### src/rtl/discus_loader.sv
// discus_loader: loads a checksummed byte frame into discus program memory over the snoop port.
//   clk       : single clock, shared with the discus core and its snoop port
//   reset     : asynchronous, active-low
//   in_data   : stream byte, accepted when in_valid & in_ready
//   in_ready  : registered, rises one edge after reset release and stays high
//   snoopa/d  : write address / data, held between strobes
//   snoopp    : one-cycle write strobe per payload byte
//   snoopm    : memory space select, tied to SPACE
//   cpu_reset : holds the core in reset until a frame passes its checksum
//   busy      : frame in progress
//   error     : last frame failed (bad checksum or timeout)
module discus_loader #(
    parameter logic [7:0] SYNC    = 8'hA5,
    parameter int         TIMEOUT = 1000,
    parameter logic       SPACE   = 1'b0
) (
    input  logic       clk,
    input  logic       reset,
    input  logic [7:0] in_data,
    input  logic       in_valid,
    output logic       in_ready,
    output logic [7:0] snoopa,
    output logic [7:0] snoopd,
    output logic       snoopp,
    output logic       snoopm,
    output logic       cpu_reset,
    output logic       busy,
    output logic       error
);
    localparam int TW = $clog2(TIMEOUT + 1);
    typedef enum logic [2:0] {IDLE, ADDR, COUNT, DATA, CSUM, RUN} state_t;
    state_t        state_q, state_d;
    logic [7:0]    ptr_q, ptr_d;
    logic [7:0]    sum_q, sum_d;
    logic [8:0]    cnt_q, cnt_d;
    logic [TW-1:0] tmo_q, tmo_d;
    logic [7:0]    snoopa_q, snoopa_d;
    logic [7:0]    snoopd_q, snoopd_d;
    logic          snoopp_q, snoopp_d;
    logic          cpu_reset_q, cpu_reset_d;
    logic          busy_q, busy_d;
    logic          error_q, error_d;
    logic          in_ready_q, in_ready_d;
    logic          xfer;
    logic [7:0]    sum_nx;
    assign xfer   = in_valid & in_ready_q;
    assign sum_nx = sum_q + in_data;
    always_comb begin
        state_d     = state_q;
        ptr_d       = ptr_q;
        sum_d       = sum_q;
        cnt_d       = cnt_q;
        tmo_d       = '0;
        snoopa_d    = snoopa_q;
        snoopd_d    = snoopd_q;
        snoopp_d    = 1'b0;
        cpu_reset_d = cpu_reset_q;
        busy_d      = busy_q;
        error_d     = error_q;
        in_ready_d  = 1'b1;
        case (state_q)
            IDLE, RUN: begin
                if (xfer && in_data == SYNC) begin
                    state_d     = ADDR;
                    busy_d      = 1'b1;
                    cpu_reset_d = 1'b1;
                    error_d     = 1'b0;
                    sum_d       = 8'h00;
                end
            end
            ADDR: begin
                if (xfer) begin
                    ptr_d   = in_data;
                    sum_d   = sum_nx;
                    state_d = COUNT;
                end
            end
            COUNT: begin
                if (xfer) begin
                    // a zero count byte encodes a full 256-byte payload
                    cnt_d   = {(in_data == 8'h00), in_data};
                    sum_d   = sum_nx;
                    state_d = DATA;
                end
            end
            DATA: begin
                if (xfer) begin
                    snoopp_d = 1'b1;
                    snoopa_d = ptr_q;
                    snoopd_d = in_data;
                    ptr_d    = ptr_q + 8'd1;
                    cnt_d    = cnt_q - 9'd1;
                    sum_d    = sum_nx;
                    state_d  = (cnt_q == 9'd1) ? CSUM : DATA;
                end
            end
            CSUM: begin
                if (xfer) begin
                    busy_d      = 1'b0;
                    cpu_reset_d = (sum_nx != 8'h00);
                    error_d     = (sum_nx != 8'h00);
                    state_d     = (sum_nx == 8'h00) ? RUN : IDLE;
                end
            end
            default: state_d = IDLE;
        endcase
        // idle-gap watchdog inside a frame; any transfer restarts it
        if (!xfer && state_q inside {ADDR, COUNT, DATA, CSUM}) begin
            tmo_d = tmo_q + TW'(1);
            if (tmo_q == TW'(TIMEOUT - 1)) begin
                tmo_d       = '0;
                error_d     = 1'b1;
                busy_d      = 1'b0;
                cpu_reset_d = 1'b1;
                state_d     = IDLE;
            end
        end
    end
    always_ff @(posedge clk or negedge reset) begin
        if (!reset) begin
            state_q     <= IDLE;
            ptr_q       <= 8'h00;
            sum_q       <= 8'h00;
            cnt_q       <= 9'h000;
            tmo_q       <= '0;
            snoopa_q    <= 8'h00;
            snoopd_q    <= 8'h00;
            snoopp_q    <= 1'b0;
            cpu_reset_q <= 1'b1;
            busy_q      <= 1'b0;
            error_q     <= 1'b0;
            in_ready_q  <= 1'b0;
        end else begin
            state_q     <= state_d;
            ptr_q       <= ptr_d;
            sum_q       <= sum_d;
            cnt_q       <= cnt_d;
            tmo_q       <= tmo_d;
            snoopa_q    <= snoopa_d;
            snoopd_q    <= snoopd_d;
            snoopp_q    <= snoopp_d;
            cpu_reset_q <= cpu_reset_d;
            busy_q      <= busy_d;
            error_q     <= error_d;
            in_ready_q  <= in_ready_d;
        end
    end
    assign in_ready  = in_ready_q;
    assign snoopa    = snoopa_q;
    assign snoopd    = snoopd_q;
    assign snoopp    = snoopp_q;
    assign snoopm    = SPACE;
    assign cpu_reset = cpu_reset_q;
    assign busy      = busy_q;
    assign error     = error_q;
endmodule

### config.mk
export PLATFORM = sky130hd
export DESIGN_NAME = discus_loader
export DESIGN_NICKNAME = d
export VERILOG_FILES = /design/src/rtl/discus_loader.sv
export SDC_FILE = /design/constraint.sdc
export NUM_CORES = 1
export LEC_CHECK = 0
export CORE_MARGIN = 2
export CORE_UTILIZATION = 51
export CTS_CLUSTER_DIAMETER = 50
export DETAILED_ROUTE_END_ITERATION = 8
export PLACE_DENSITY = 0.75
export SETUP_SLACK_MARGIN = 0.05
export SYNTH_ARGS = -nofsm -noshare
export SYNTH_HDL_FRONTEND = slang
export SYNTH_SLANG_ARGS = --single-unit
### constraint.sdc
create_clock -name clk -period 2.3 [get_ports clk]
set_clock_uncertainty 0.2 [all_clocks]
set_input_delay 0.575 -clock clk [delete_from_list [all_inputs] [get_ports clk]]
set_output_delay 0.575 -clock clk [all_outputs]
set_load 0.01 [all_outputs]
==> flow_summary.toml <==
[grt]
met2_usage = 0.435
grt_pass1_vias = 2965
grt_max_degree = 53
grt_usage = 0.258
grt_pass1_wl_um = 14300
use_met3 = 0.0653
gr-total-overflow = 0
grt_busiest_layer = "met2"
met1_usage = 0.327
antenna_found_initial = 0

[clock_tree]
cts_buffers = 9
cts_sinks = 59
cts_tree = "built"
clk_pin_slew_ns = 0.06
h-tree-depth = 3
cts_root_buf = "clkbuf_8"
max-clock-path-buffers = 2
clk_latency_ns = 0.34

[logic_synthesis]
async_reset_ff_frac = 1.00
synth_warnings = 0
synth_area_sq_um = 3220
syn_inst = 338
ys_seq_area_frac = 0.458
synth-seq-cells = 59
synth_ff_type = "dfrtp_1"
avgSynthCellArea_sq_um = 9.54
synth_cell_types = 54
synth_edf_count = 0
syn-num-nets = 361

[setup_path]
start_kind = "flip-flop"
critical_path_class = "flip-flop to flip-flop"
rr_endpoint = "error"
cp_num_buf_inv = 0
cp_slowest_cell = "dfrtp_1"
r2r-start = "sum_q[0]"
cp_max_fo = 3
slowest_delay_ns = 0.41
crit_chain = "ha_4 > fa_2 > xnor2_1 > nand3_1 > a221oi_2 > and4_4 > a21oi_2"
r2r_slack_ns = -0.04
required_ns = 2.32
critPathTopFamily = "adder cells"
cp.arrival_ns = 2.36
worst-r2r-cell-count = 7
worstSetupEndpointType = "flip-flop"

[power]
clkPwrFrac = 0.476
finalPower_mw = 2.59
power.share.switching = 0.218
peakVddDrop_mv = 0.443
switchingPower_mw = 0.563
powerDensity_nw_per_um2 = 571
p_comb_frac = 0.112
p_leak_nw = 2.01
p_int_mw = 2.02
pwr-share-seq = 0.412

[place]
gp_congestion = 0.885
dp_cells = 484
io_buffers = 31
hpwl_um = 5690
place_area_sq_um = 4030
preCtsSetupSlack_ns = -0.782

[layout]
final_common_cell = "dfrtp_1"
nets = 451
seqCellArea_sq_um = 1480
multi_input_area_sq_um = 1860
final_cell_mix = "58 x dfrtp_1, 56 x buf_4, 32 x nand2_1, 26 x nor2_1, 25 x a21oi_1"
fill_cells = 411
final_cells = 508
finalInstanceArea_sq_um = 4530
drive_above_1_share = 0.303
synthToLayoutAreaGrowth_pct = 40.5
n_antenna_cell = 0

[min_path]
hold_end = "tmo_q[0]"
worst_hold_path_type = "flip-flop to flip-flop"
holdPathStages = 1
min_from = "tmo_q[0]"

[sta]
worst_slack_ns = -0.0374
max_freq_ghz = 0.428
grt_setup_unrepaired = "true"
final-setup-viol-count = 3
fin_crit_sh = 1.02
maxSlewViolCount = 0
final_hold_viol_count = 0
period_needed_ns = 2.34
hold_ws_ns = 0.274

[detailed_routing]
route.detailed.drc = 0
drt-initial-drc-count = 227
via_per_inst = 5.90
dr_total_vias = 2995
wl_per_cell_um = 17.4
wirelength_um = 8830
drtAntennaViolNets = 0
drtPass1Iterations = 4

[floorplanning]
coreArea_sq_um = 6030
initial_core_util = 0.535
rows = 28
die_area_sq_um = 6970
die_x_um = 83.5
io_pins = 33
die_h_um = 83.5

[job]
drv_cap = 0

[status]
outcome = "finished with violations"
violations = "setup timing"
worst max path at each step:
stage                           from    endpoint  slack, ns  cells past startpoint
after floorplan           in_data[0]       error      -0.10                      7
after global placement    in_data[0]       error      -0.74                      8
after detailed placement  in_data[0]  state_q[0]      -0.78                      8
after CTS                   sum_q[0]       error       0.02                      7
after global routing        sum_q[0]       error      -0.08                      8
final                       sum_q[0]       error      -0.04                      7
flip-flops by register name, summed over array words and instances (netlist names), 3 cells and up:
signal / count
tmo_q: 10
cnt_q: 9
ptr_q: 8
snoopa: 8
snoopd: 8
sum_q: 8
state_q: 3
cell usage after synthesis (all sizes together), types with 2 or more instances:
master | instances | share of area
o22ai | 8 | 0.016
mux2 | 15 | 0.052
xor2 | 5 | 0.014
nand3 | 10 | 0.016
inv | 9 | 0.010
dfrtp | 58 | 0.45
a21oi | 27 | 0.042
nor2b | 7 | 0.014
nor2 | 26 | 0.030
a22oi | 2 | 0.0047
ha | 11 | 0.043
nand2 | 32 | 0.037
nand4 | 5 | 0.0097
or3b | 2 | 0.0054
xnor2 | 6 | 0.016
a221oi | 2 | 0.0054
nor4 | 2 | 0.0039
o21ai | 27 | 0.042
or4 | 4 | 0.0097
buf | 3 | 0.0054
clkbuf | 11 | 0.013
and3 | 3 | 0.0058
a211oi | 3 | 0.0070
o2bb2ai | 2 | 0.0054
o31ai | 2 | 0.0047
o32ai | 3 | 0.0082
and4 | 2 | 0.0054
o211ai | 3 | 0.0070
or3 | 3 | 0.0074
conb | 2 | 0.0023
a2111oi | 2 | 0.0054
and2 | 4 | 0.0078
o21bai | 3 | 0.0070
nor3 | 11 | 0.021
nor3b | 6 | 0.014
nand3b | 2 | 0.0047
a31oi | 2 | 0.0039
per-layer routing:
metal / routed length [um] / up-vias
li1: - / 1412
met1: 3750 / 1466
met2: 4410 / 92
met3: 410 / 25
met4: 255 / 0
met5: 0 / -
metrics by stage:
stage	TNS, ns	util
after global routing	-0.265	0.752
final	-0.0854	0.752
after floorplan	-0.269	-
after global placement	-8.71	0.669
after CTS	0	0.738
after detailed placement	-9.31	0.669
timing repair:
| item | CTS | global route |
|---|---|---|
| setup endpoints to repair | 14 | 9 |
| pin swaps | 16 | 3 |
| gates resized for setup | 38 | 13 |
| buffers inserted | 5 | 2 |
| hold endpoints to repair | 7 | 0 |
| hold buffers | 1 | 0 |
cell type report:
class	instances	area share
clock inverters	5	0.0276
inverters	9	0.00746
flip-flops and latches	59	0.326
repair buffers	93	0.178
multi-input cells	256	0.411
well taps	75	0.0207
clock buffers	11	0.0290
power by group through the flow:
stage                     registers, mW  logic, mW  clock network [mW]
after floorplan                    1.08     0.0950                   0
after global placement             1.08      0.230                   0
after detailed placement           1.08      0.234                   0
after CTS                          1.06      0.260                1.24
after global routing               1.07      0.314                1.29
final                              1.07      0.290                1.23
worst register-to-register path, cell delays in order (launching register included):
cell	delay [ns]
dfrtp_1	0.41
ha_4	0.18
fa_2	0.38
xnor2_1	0.31
nand3_1	0.15
a221oi_2	0.26
and4_4	0.29
a21oi_2	0.06
kinds of logic (layout without fill, tap and decap cells):
kind of cell	after synthesis	in the layout	synth area share
DFF	59	59	0.458
buffers and inverters	23	118	0.0287
other	2	2	0.00233
adders and majority gates	12	12	0.0489
AOI/OAI and AO/OA	94	94	0.181
and+or+nand+nor	122	122	0.198
xor gates and xnor gates	11	11	0.0299
muxes	15	15	0.0524
No activity file was read; power rests on OpenSTA's default activity.
